`config.mk`:
```
export PLATFORM = sky130hd
export DESIGN_NAME = spi_led_pwm
export DESIGN_NICKNAME = d
export VERILOG_FILES = /design/src/rtl/spi_led_pwm.sv
export SDC_FILE = /design/constraint.sdc
export NUM_CORES = 1
export LEC_CHECK = 0
export CORE_MARGIN = 5
export CORE_UTILIZATION = 50
export CTS_BUF_LIST = sky130_fd_sc_hd__clkbuf_4
export DETAILED_ROUTE_END_ITERATION = 12
export PLACE_DENSITY = 0.77
export SLEW_MARGIN = 5
export SYNTH_ARGS = -nofsm -noshare
export SYNTH_HDL_FRONTEND = slang
export SYNTH_SLANG_ARGS = --single-unit
export TNS_END_PERCENT = 100
```
`constraint.sdc`:
```
create_clock -name clk -period 2.7 [get_ports clk]
set_clock_uncertainty 0.1 [all_clocks]
set_input_delay 0.54 -clock clk [delete_from_list [all_inputs] [get_ports clk]]
set_output_delay 0.54 -clock clk [all_outputs]
set_load 0.02 [all_outputs]
```
`src/rtl/spi_led_pwm.sv`:
```
// LED command decoder and driver: decodes one- and two-byte commands from the SPI
// byte stream into per-channel off/on/PWM/blink modes, plus a free-running heartbeat.
module spi_led_pwm #(
    parameter int NUM_CH         = 4,
    parameter int PWM_BITS       = 8,
    parameter int BLINK_BITS     = 23,
    parameter int HB_WIDTH       = 25,
    parameter int TIMEOUT_CYCLES = 1000000
) (
    input  logic              clk,
    input  logic              rst_n,
    input  logic [7:0]        cmd,
    input  logic              cmd_valid,
    output logic [NUM_CH-1:0] led,
    output logic              heartbeat,
    output logic              cmd_error
);

    localparam int TO_W    = (TIMEOUT_CYCLES > 1) ? $clog2(TIMEOUT_CYCLES) : 1;
    localparam int MASK_CH = (NUM_CH < 6) ? NUM_CH : 6;

    localparam logic [TO_W-1:0]     TO_LAST = TO_W'(TIMEOUT_CYCLES - 1);
    localparam logic [PWM_BITS-1:0] PWM_MAX = '1;

    localparam logic [1:0] OP_DUTY    = 2'b00;
    localparam logic [1:0] OP_MODE    = 2'b01;
    localparam logic [1:0] OP_ALL_OFF = 2'b10;
    localparam logic [1:0] OP_MASK    = 2'b11;

    localparam logic [1:0] MODE_OFF   = 2'b00;
    localparam logic [1:0] MODE_ON    = 2'b01;
    localparam logic [1:0] MODE_PWM   = 2'b10;
    localparam logic [1:0] MODE_BLINK = 2'b11;

    typedef enum logic {
        IDLE      = 1'b0,
        WAIT_DATA = 1'b1
    } state_t;

    state_t              state_q;
    logic [1:0]          op_q;
    logic [5:0]          ch_q;
    logic [TO_W-1:0]     to_cnt;
    logic [PWM_BITS-1:0] pwm_cnt;
    logic [BLINK_BITS-1:0] blink_cnt;
    logic [HB_WIDTH-1:0] hb_cnt;

    logic [PWM_BITS-1:0] duty_q   [NUM_CH];
    logic [PWM_BITS-1:0] shadow_q [NUM_CH];
    logic [1:0]          mode_q   [NUM_CH];

    logic                ch_ok;
    logic [NUM_CH-1:0]   pwm_out;
    logic [NUM_CH-1:0]   led_next;
    logic                blink_phase;

    // Latched channel index is 6 bits wide, so the range check is done one bit wider.
    assign ch_ok       = ({1'b0, ch_q} < 7'(NUM_CH));
    assign blink_phase = blink_cnt[BLINK_BITS-1];
    assign heartbeat   = hb_cnt[HB_WIDTH-1];

    // Command FSM: owns the shadow duty and mode registers and the error pulse.
    always_ff @(posedge clk) begin
        if (!rst_n) begin
            state_q   <= IDLE;
            op_q      <= 2'b00;
            ch_q      <= 6'd0;
            to_cnt    <= '0;
            cmd_error <= 1'b0;
            for (int i = 0; i < NUM_CH; i++) begin
                shadow_q[i] <= '0;
                mode_q[i]   <= MODE_OFF;
            end
        end else begin
            cmd_error <= 1'b0;
            case (state_q)
                IDLE: begin
                    if (cmd_valid) begin
                        case (cmd[7:6])
                            OP_DUTY, OP_MODE: begin
                                state_q <= WAIT_DATA;
                                op_q    <= cmd[7:6];
                                ch_q    <= cmd[5:0];
                                to_cnt  <= '0;
                            end
                            OP_ALL_OFF: begin
                                for (int i = 0; i < NUM_CH; i++) begin
                                    mode_q[i] <= MODE_OFF;
                                end
                            end
                            OP_MASK: begin
                                for (int i = 0; i < MASK_CH; i++) begin
                                    mode_q[i] <= cmd[i] ? MODE_ON : MODE_OFF;
                                end
                            end
                            default: ;
                        endcase
                    end
                end
                WAIT_DATA: begin
                    // A byte arriving on the expiry cycle is taken as data.
                    if (cmd_valid) begin
                        state_q <= IDLE;
                        if (ch_ok) begin
                            for (int i = 0; i < NUM_CH; i++) begin
                                if (ch_q == 6'(i)) begin
                                    if (op_q == OP_DUTY) begin
                                        shadow_q[i] <= cmd[7 -: PWM_BITS];
                                    end else begin
                                        mode_q[i] <= cmd[1:0];
                                    end
                                end
                            end
                        end else begin
                            cmd_error <= 1'b1;
                        end
                    end else if (to_cnt == TO_LAST) begin
                        state_q   <= IDLE;
                        cmd_error <= 1'b1;
                    end else begin
                        to_cnt <= to_cnt + 1'b1;
                    end
                end
                default: state_q <= IDLE;
            endcase
        end
    end

    // Active duty only reloads at the end of a period, so no partial pulses appear.
    always_ff @(posedge clk) begin
        if (!rst_n) begin
            pwm_cnt   <= '0;
            blink_cnt <= '0;
            hb_cnt    <= '0;
            for (int i = 0; i < NUM_CH; i++) begin
                duty_q[i] <= '0;
            end
        end else begin
            pwm_cnt   <= pwm_cnt + 1'b1;
            blink_cnt <= blink_cnt + 1'b1;
            hb_cnt    <= hb_cnt + 1'b1;
            if (pwm_cnt == PWM_MAX) begin
                for (int i = 0; i < NUM_CH; i++) begin
                    duty_q[i] <= shadow_q[i];
                end
            end
        end
    end

    always_comb begin
        pwm_out  = '0;
        led_next = '0;
        for (int i = 0; i < NUM_CH; i++) begin
            pwm_out[i] = (pwm_cnt < duty_q[i]);
            case (mode_q[i])
                MODE_OFF:   led_next[i] = 1'b0;
                MODE_ON:    led_next[i] = 1'b1;
                MODE_PWM:   led_next[i] = pwm_out[i];
                MODE_BLINK: led_next[i] = pwm_out[i] & blink_phase;
                default:    led_next[i] = 1'b0;
            endcase
        end
    end

    always_ff @(posedge clk) begin
        if (!rst_n) begin
            led <= '0;
        end else begin
            led <= led_next;
        end
    end

endmodule

```
# Yosys cells after proc, flatten, opt, wreduce, memory -nomap -nowiden
# Memory sizes are Yosys's and may differ from the RTL's.
# Cells that the tools add are included.
# classes
magnitude_cmp	5
n_mux	105
eq_ne	24
reduce_logical	11
bitwise	25
n_addsub	4
# ops
op	n
$mux 20	4
$mux 1	75
$mux 8	8
$pmux 20 s2	1
$lt 8x8->1	4
$add 25x1->25 const B	1
$mux 2	12
$add 23x1->23 const B	1
$add 20x1->20 const B	1
$eq 2x2->1 const B	10
$eq 20x20->1 const B	1
$or 1x1->1	20
$pmux 1 s4	4
$eq 6x2->1 const B	2
$logic_not 2->1	6
$eq 2x1->1 const B	5
$add 8x1->8 const B	1
$eq 8x8->1 const B	1
$eq 6x1->1 const B	1
$logic_not 6->1	1
$lt 6x3->1 const B	1
$ne 2x2->1 const B	3
$and 1x1->1	4
$reduce_and 4->1	1
other kinds (6)	6
# totals
elab_cells	186
out_inout_bits	6
ram_bits	72
ff_bits	90
memories	3
input_bits	11
# memory_table
memory	words	width	read_ports	rd_ports_with_merged_regs	wr	line_no	rtl
duty_q	4	8	4	0	4	48	logic [PWM_BITS-1:0] duty_q [NUM_CH];
shadow_q	4	8	4	0	4	49	logic [PWM_BITS-1:0] shadow_q [NUM_CH];
mode_q	4	2	4	0	4	50	logic [1:0] mode_q [NUM_CH];

# Depth between registers and ports, before layout
# Gate-level depths: netlist of the first run.
# depth
word_depth	9
depth_mapped	8
mapped_depth_nobuf	7

# Least setup slack after synthesis of the first run
# OpenSTA, ideal clock, no wires.
# synth_timing
kind	input to register
from	input rst_n
to	memory duty_q[0][0], enable pin
t_required_ns	2.122
n_path_buf	3
path_slack_ns	0.309
arrival_time_ns	1.814
path_stages	4
setup_ns	0.478
cell_sequence	buf_2 clkbuf_1 clkbuf_1 nand2_1
# synth_lines
item	line_no	rtl
from (decl)	11	input logic rst_n,
to (decl)	48	

# Final worst setup path of the first run
# layout_timing
from	register to_cnt[0]
to	register to_cnt[14]
# layout_via
elab_chain_len	4
word_cells_on_any_way	7
classes_between	1 x add/sub; 2 x eq/ne; 3 x mux; 1 x reduce/logical
# layout_rtl
item	line_no	rtl
from (decl)	43	logic [TO_W-1:0] to_cnt;
from (signal assigned)	121	to_cnt <= to_cnt + 1'b1;
$add 20x1->20	121	
$mux 20	117	end else if (to_cnt == TO_LAST) begin
$mux 20	102	if (cmd_valid) begin
$pmux 20 s2	76	case (state_q)
# Several ways; a longest one is shown, not always the timed one. The select of a mux whose other input is x is not followed.
# A chain may end at the register's enable or synchronous reset.

==> results.cfg, run 1 <==
[worst_setup_path]
worstSetupEndpointType = register
critical_path_buf_inv_count = 0
path_common_cell = nand3_1
path_class = register to register
path_cells = ha_1 -> nand3_1 -> nor3_2 -> nand3_1 -> o41ai_1
startpoint_type = register
path_max_fanout = 8
critPathRequiredTime_ns = 3.05
crit_path_top_delay_cell = nor3_2
path_delay_family = simple AND/OR/NAND/NOR gates
cp.arrival_ns = 2.61
max_stage_delay_ns = 0.57

[route]
drc_errors = 0
ant_nets = 0
num_vias = 5220
drt_pass1_iterations = 5
drtIter0Drc = 316
vias_per_cell = 5.48
wl_per_cell_um = 15.1
finalWirelength_mm = 14.4

[timing]
tightestPinTransition_ns = 0.680
slew_headroom_pct = 54.3
finalSetupTns_ns = 0
setup_violations = 0
timing.fmax_mhz = 441
post-route-period-util_pct = 83.9
drv_slew = 0
grt_setup_unrepaired = false
post-route-min-period_ns = 2.27
hold_viol_final = 0

[clocking]
clk_pin_slew_worst_paths_ns = 0.13
clock_path_buffers = 2
cts_tree = done
cts_buffers = 17
post_cts_resized = 0
cts.sink_count = 162
htree_levels = 4
root_buffer = clkbuf_4
cts.hold.buffers_added = 0
clkLatencyLatePin_ns = 0.55
post_cts_buffers = 0

[synthesis]
synthCells = 726
async_flop_share_pct = 0
seq_area_frac_synth_pct = 53.1
syn_nets = 770
synth_cell_types = 55
synth_area_per_cell_um2 = 10.3
ys.warnings.count = 0
synth-edff-count = 72
synth_seq_cells = 162
ys.flop_type = dfxtp_1
netlist_area_um2 = 7460

[placed_design]
port_buffers = 16
gp_congestion = 0.851
place_area_um2 = 7890
dp_hpwl_mm = 10.4

[cells_and_area]
fin_area_um2 = 8150
final_cell_mix = dfxtp_1 (90), nor2_1 (74), edfxtp_1 (72)
syn_to_final_growth_pct = 9.15
finalCoreUtilization_pct = 55.8
final_layout_size_suffix_gt1_share_pct = 7.54
final_common_cell = dfxtp_1
antennaDiodeCount = 0
nNetsFinal = 801

[floorplan]
dieArea_um2 = 17500
ios = 17
initial_core_util_pct = 51.2
core-area_um2 = 14600
die_h_um = 132
num_rows = 44
chipWidth_um = 132

[global_routing]
grt_max_degree = 53
grt_pass1_vias = 5242
antenna_found_initial = 0
grt_pass1_wl_mm = 24.9
grt_use_total_pct = 17.2
overflow = 0

[status]
run_status = finished clean

[hold_path]
hold_path_class = register to register

[run]
cap_viol_max_count = 0

[power]
vdd_drop_max_uv = 299
leakagePower_uw = 0.00312
powerDensity_nw_per_um2 = 521
==> worst reg2reg max path, cell delays in order, from the launching register on <==
cell	delay (ns)
dfxtp_1	0.45
ha_1	0.23
nand3_1	0.27
nor3_2	0.57
nand3_1	0.21
o41ai_1	0.35
==> flip-flops by register name, indices dropped and copies added (netlist names) <==
register / count
led: 4
mode_q: 8
blink_cnt: 23
to_cnt: 20
op_q: 2
shadow_q: 32
state_q: 1
duty_q: 32
cmd_error: 1
ch_q: 6
pwm_cnt: 8
hb_cnt: 25
==> metrics by stage <==
stage | hold slack [ns] | setup WS [ns] | total power [µW] | cells
4_1_cts | 0.344 | 0.474 | 4290 | 953
6_report | 0.343 | 0.434 | 4250 | 953
5_1_grt | 0.372 | 0.222 | 4430 | 953
3_5_place_dp | 0.325 | 0.0377 | 2970 | 922
2_1_floorplan | 0.310 | 0.309 | 2860 | 726
3_3_place_gp | 0.316 | 0.124 | 2960 | 922
==> kinds of logic (layout without fill, tap and decap cells) <==
group	after synthesis	after routing	share of synthesized area (%)
AO/OA/AOI/OAI	98	98	8.15
XOR/XNOR	45	45	5.28
adder cells (fa/ha/maj)	33	33	5.53
buffers and inverters	57	100	3.25
flip-flops	162	162	53.1
multiplexers	9	9	1.22
AND/OR/NAND/NOR	322	322	23.5
==> where the power goes <==
group	leakage (µW)	switching, µW	internal (µW)
Combinational	0.00151	144	107
Clock	0.000134	866	467
Sequential	0.00147	44.8	2620
Total	0.00312	1050	3190
==> worst paths after layout <==
check,start,end,slack [ns],cells past startpoint
worst min register to register,op_q[1]$_SDFFE_PN0P_,op_q[1]$_SDFFE_PN0P_,0.34,2
worst max register to register,to_cnt[0]$_SDFFE_PN0P_,to_cnt[14]$_SDFFE_PN0P_,0.43,5
worst max-delay path,to_cnt[0]$_SDFFE_PN0P_,to_cnt[14]$_SDFFE_PN0P_,0.43,5
worst min-delay path,op_q[1]$_SDFFE_PN0P_,op_q[1]$_SDFFE_PN0P_,0.34,2
==> synth_stat cells, drive strengths merged, types with 4 or more instances <==
cell / instances / area (µm²)
inv: 36 / 135
and3: 14 / 87.6
nand2b: 16 / 100
or3: 8 / 50.1
and4: 11 / 96.3
a31oi: 6 / 37.5
clkbuf: 13 / 48.8
a21oi: 16 / 83.8
dfxtp: 90 / 1800
nor3: 14 / 80.1
nand3b: 4 / 30.0
buf: 8 / 58.8
o21ai: 38 / 190
xor2: 28 / 245
o31ai: 5 / 37.5
or2: 4 / 27.5
edfxtp: 72 / 2160
mux2i: 8 / 80.1
nand4: 16 / 100
nor4: 5 / 52.6
ha: 33 / 413
nor2: 74 / 278
nand3: 38 / 190
xnor2: 17 / 149
nand2: 40 / 150
a21o: 12 / 90.1
and2: 70 / 438
a211oi: 8 / 60.1
==> cell type report <==
class / count / area (µm²)
clock buffer: 17 / 128
clock inverter: 14 / 133
fill: 1187 / 6440
inverter: 36 / 135
multi-input combinational: 507 / 3260
sequential: 162 / 3960
tap: 184 / 230
timing repair buffer: 33 / 300
==> metal layers <==
layer	track usage, %	part of all wire, %	wire (µm)	vias to the layer above
met3	4.16	3.6	520	19
met2	28.7	50	7110	98
met5	0	0	0	-
met1	22.1	45	6490	2491
met4	5.32	1.6	233	0
li1	-	-	-	2612
Note: power is estimated with default switching activity, not from simulation.
==> run 2, diff against run 1 <==
PLACE_DENSITY = 0.8   (was 0.77)
clock period = 2 ns   (was 2.7 ns; I/O delays follow)
==> run 2 against run 1 <==
Core utilization rose by 2.0 points. Maximum frequency rose by 17%. Non-clock buffer count rose by 33. Design area rose by 3.7%. Setup slack got worse by 0.37 ns. First-iteration DRC count rose by 9.8%. Largest power group unchanged.
==> results.cfg, run 2 (same netlist as run 1, synthesis figures left out) <==
[worst_setup_path]
path_class = register to register
rr_endpoint = mode_q[2][1]$_SDFFCE_PN0P_
path_max_fanout = 4
startpoint = ch_q[2]$_SDFFE_PN0P_
rr_startpoint = ch_q[2]$_SDFFE_PN0P_
reg2reg_slack_ns = 0.06
critPathRequiredTime_ns = 2.14
startpoint_type = register
ff2ff_path_depth = 4
cp.arrival_ns = 2.08
timing.critical_path.to = mode_q[2][1]$_SDFFCE_PN0P_
worstSetupEndpointType = register

[global_routing]
grt_pass1_vias = 4990
grt_pass1_wl_mm = 24.0
grt_use_total_pct = 16.8
grt_max_degree = 53
antenna_found_initial = 1
overflow = 0

[floorplan]
die_h_um = 132
num_rows = 44
ios = 17
core-area_um2 = 14600
dieArea_um2 = 17500
chipWidth_um = 132
initial_core_util_pct = 51.2

[route]
wl_per_cell_um = 14.2
drtIter0Drc = 347
num_vias = 5289
vias_per_cell = 5.36
drt_pass1_iterations = 7
finalWirelength_mm = 14.0
ant_nets = 0
drc_errors = 0

[clocking]
htree_levels = 4
root_buffer = clkbuf_4
clkLatencyLatePin_ns = 0.56
cts.sink_count = 162
post_cts_buffers = 0
cts_tree = done
cts_buffers = 17
clk_pin_slew_worst_paths_ns = 0.14
clock_path_buffers = 2

[cells_and_area]
syn_to_final_growth_pct = 13.2
final_cell_mix = dfxtp_1 (89), nor2_1 (74), edfxtp_1 (72)
final_common_cell = dfxtp_1
top_regs = duty_q (32), shadow_q (32), hb_cnt (25)
final_layout_size_suffix_gt1_share_pct = 12.5
nNetsFinal = 834
fin_area_um2 = 8450

[timing]
drv_slew = 0
tightestPinTransition_ns = 0.511
setup_violations = 0
timing.fmax_mhz = 516
slew_headroom_pct = 65.9
setup_slack_ns = 0.0635
grt_setup_unrepaired = true
hold_viol_final = 0
post-route-min-period_ns = 1.94
post-route-period-util_pct = 96.8
finalSetupTns_ns = 0

[placed_design]
dp_hpwl_mm = 9.98
place_ws_ns = -0.331
place_area_um2 = 8160
port_buffers = 16
gp_congestion = 0.848

[status]
run_status = finished clean

[hold_path]
hold_path_class = register to register

[power]
vdd_drop_max_uv = 514
powerDensity_nw_per_um2 = 683
leakagePower_uw = 0.00334
p_total_uw = 5770

[run]
cap_viol_max_count = 0
## run 2: report_power, final
part	internal [µW]	switching (µW)	total, µW
Sequential	3540	48.7	3590
Clock	645	1160	1810
Combinational	163	212	375
## run 2: timing repair
action | 4_1_cts | 5_1_grt
endpoints found under the setup margin | 12 | 14
cloned | 0 | 0
gates resized for setup | 7 | 7
hold buffers | 0 | 0
## run 2: how the worst min path moves through the flow
stage | from | to | depth (start not counted)
floorplan | op_q[1]$_SDFFE_PN0P_ | op_q[1]$_SDFFE_PN0P_ | 2
global placement | op_q[1]$_SDFFE_PN0P_ | op_q[1]$_SDFFE_PN0P_ | 2
detailed placement | op_q[1]$_SDFFE_PN0P_ | op_q[1]$_SDFFE_PN0P_ | 2
CTS | op_q[1]$_SDFFE_PN0P_ | op_q[1]$_SDFFE_PN0P_ | 2
global route | op_q[1]$_SDFFE_PN0P_ | op_q[1]$_SDFFE_PN0P_ | 2
finish | op_q[1]$_SDFFE_PN0P_ | op_q[1]$_SDFFE_PN0P_ | 2
## run 2: layout make-up
cell class	instances	area [µm²]
Clock inverter	13	126
Timing Repair Buffer	66	553
Multi-Input combinational cell	507	3300
Sequential cell	162	3970
Inverter	36	135
Fill cell	1166	6140
Clock buffer	18	135
Antenna cell	1	2.50
Tap cell	184	230
## run 2: metal layers
metal | global-route usage [%] | routed length, µm | vias to the layer above
met3 | 3.63 | 499 | 17
met5 | 0 | 0 | -
met1 | 22.3 | 6640 | 2478
met2 | 27.0 | 6700 | 95
li1 | - | - | 2699
met4 | 6.28 | 210 | 0
## run 2: critical path, stage by stage (launching register included)
cell	delay, ns
dfxtp_1	0.37
nor4_4	0.31
nand2_1	0.12
or3_4	0.43
o21ai_0	0.28
## run 2: per-stage QoR
stage / util, % / hold WS (ns) / instances
2_1_floorplan: - / 0.310 / 726
3_3_place_gp: 55.9 / 0.316 / 955
3_5_place_dp: 55.9 / 0.323 / 955
4_1_cts: 57.7 / 0.343 / 986
5_1_grt: 57.9 / 0.365 / 987
6_report: 57.9 / 0.344 / 987
==> run 3, diff against run 2 <==
REMOVE_ABC_BUFFERS = 1   (was default)
clock period = 1.7 ns   (was 2 ns; I/O delays follow)
==> run 3 against run 2 <==
The flow now finishes with violations (negative setup slack). Critical endpoint is now mode_q[2][0]$_DFFE_PP_. Design area increased by 11%. Critical path type unchanged. Clock power increased by 22%. Register-to-register slack got worse by 0.32 ns. Wire length increased by 22%.
==> results.cfg, run 3 (same netlist as run 1, synthesis figures left out) <==
[placed_design]
dp_cells = 998
gp_congestion = 0.827
place_ws_ns = -0.584
port_buffers = 16
dp_hpwl_mm = 11.0

[global_routing]
overflow = 0
antenna_found_initial = 0
met3_usage_pct = 4.24
grt_use_total_pct = 18.9
met2_usage_pct = 31.9
grt_pass1_vias = 5556
grt_util_met1_pct = 23.2
grt.busiest_layer = met2
grt_pass1_wl_mm = 26.9
grt_max_degree = 33

[route]
wl_per_cell_um = 16.5
drt_pass1_iterations = 5
vias_per_cell = 5.55
finalWirelength_mm = 17.1
ant_nets = 0
drtIter0Drc = 473
drc_errors = 0
num_vias = 5786

[hold_path]
holdPathStages = 2
hold_path_class = register to register

[power]
p_clk_share_pct = 31.5
swShare_pct = 24.0
vdd_drop_max_uv = 377
internal-power_uw = 5320
p_switching_uw = 1680
p_seq_share_pct = 60.1
leakagePower_uw = 0.00372
powerDensity_nw_per_um2 = 749
comb_power_share_pct = 8.4

[clocking]
clkLatencyLatePin_ns = 0.55
htree_levels = 4
clk_pin_slew_worst_paths_ns = 0.12
cts_tree = done
cts_buffers = 17
clock_path_buffers = 2
cts.hold.buffers_added = 0
cts.sink_count = 162
root_buffer = clkbuf_4

[status]
failed_checks = negative setup slack
run_status = finished, violations left

[floorplan]
core-area_um2 = 14600
initial_core_util_pct = 51.2
dieArea_um2 = 17500
num_rows = 44
die_h_um = 132
ios = 17
chipWidth_um = 132

[cells_and_area]
final_cell_mix = buf_4 (86), dfxtp_1 (74), edfxtp_1 (72)
syn_to_final_growth_pct = 25.3
nNetsFinal = 889
top_regs = duty_q (32), shadow_q (32), hb_cnt (25)
antennaDiodeCount = 0
final_cell_count_no_fill = 1042
final_layout_size_suffix_gt1_share_pct = 27.6
final_common_cell = buf_4

[timing]
tightestPinTransition_ns = 0.486
post-route-period-util_pct = 115
hold_viol_final = 0
setup_slack_ns = -0.258
slew_headroom_pct = 67.5
grt_setup_unrepaired = true
post-route-min-period_ns = 1.96
setup_violations = 100
timing.fmax_mhz = 511
drv_slew = 0

[worst_setup_path]
critPathRequiredTime_ns = 1.85
worstSetupEndpointType = register
path_max_fanout = 3
cp.arrival_ns = 2.11
startpoint_type = register
path_class = register to register
ff2ff_path_depth = 6
reg2reg_slack_ns = -0.26

[run]
cap_viol_max_count = 0
[run 3: changes by cell type in the layout (fill, tap and decap cells not counted), sizes merged]
cell / before / now
buf: 50 / 104
dlygate4sd2: 6 / 0
inv: 41 / 36
clkbuf: 18 / 22
clkdlybuf4s15: 0 / 4
clkinv: 5 / 7
a31o: 1 / 2
bufinv: 1 / 2
clkinvlp: 2 / 3
diode: 1 / 0
[run 3: layer usage]
| metal | wire [µm] | up-vias |
|---|---|---|
| met5 | 0 | - |
| met4 | 584 | 0 |
| met3 | 801 | 51 |
| met2 | 8720 | 167 |
| met1 | 7030 | 2764 |
| li1 | - | 2804 |
[run 3: worst paths after layout]
kind,from,to
max reg2reg,ch_q[5]$_SDFFE_PN0P_,mode_q[2][0]$_DFFE_PP_
min reg2reg,op_q[1]$_SDFFE_PN0P_,op_q[1]$_SDFFE_PN0P_
max,ch_q[5]$_SDFFE_PN0P_,mode_q[2][0]$_DFFE_PP_
min,op_q[1]$_SDFFE_PN0P_,op_q[1]$_SDFFE_PN0P_
[run 3: power groups by stage]
| stage | combinational, µW | sequential (µW) | clock (µW) |
|---|---|---|---|
| 2_1_floorplan | 224 | 4300 | 0 |
| 3_3_place_gp | 481 | 4290 | 0 |
| 3_5_place_dp | 501 | 4300 | 0 |
| 4_1_cts | 549 | 4210 | 2250 |
| 5_1_grt | 636 | 4220 | 2430 |
| 6_report | 587 | 4210 | 2200 |
[run 3: per-stage QoR]
stage	total power [µW]	util [%]	hold WS (ns)	TNS (ns)	cell area, µm²
floorplan	4530	-	0.310	-36.81	7360
global placement	4770	58.1	0.315	-76.48	8480
detailed placement	4800	58.1	0.319	-80.97	8480
CTS	7000	62.3	0.338	-10.32	9100
global route	7290	64.1	0.355	-20.97	9350
finish	7000	64.1	0.335	-13.52	9350
[run 3: what timing repair did]
item / in CTS / in global routing
pin swaps: 37 / 22
gates cloned: 2 / 0
resized for setup: 104 / 61
hold endpoints to repair: 0 / 0
endpoints found under the setup margin: 79 / 156
setup buffers: 4 / 6
[run 3: area by class of cell]
type | instances | area, µm²
fillers | 1102 | 5240
well taps | 184 | 230
repair buffers | 120 | 1040
inverters | 36 | 135
clock buffers | 20 | 150
clock inverters | 12 | 116
multi-input cells | 508 | 3700
flip-flops and latches | 162 | 3990
[run 3: worst max-delay path: stages (launching register included)]
cell,delay (ns)
dfxtp_2,0.35
nor4_2,0.27
buf_4,0.18
nand2_4,0.05
or3_4,0.43
buf_12,0.15
o21ai_4,0.15
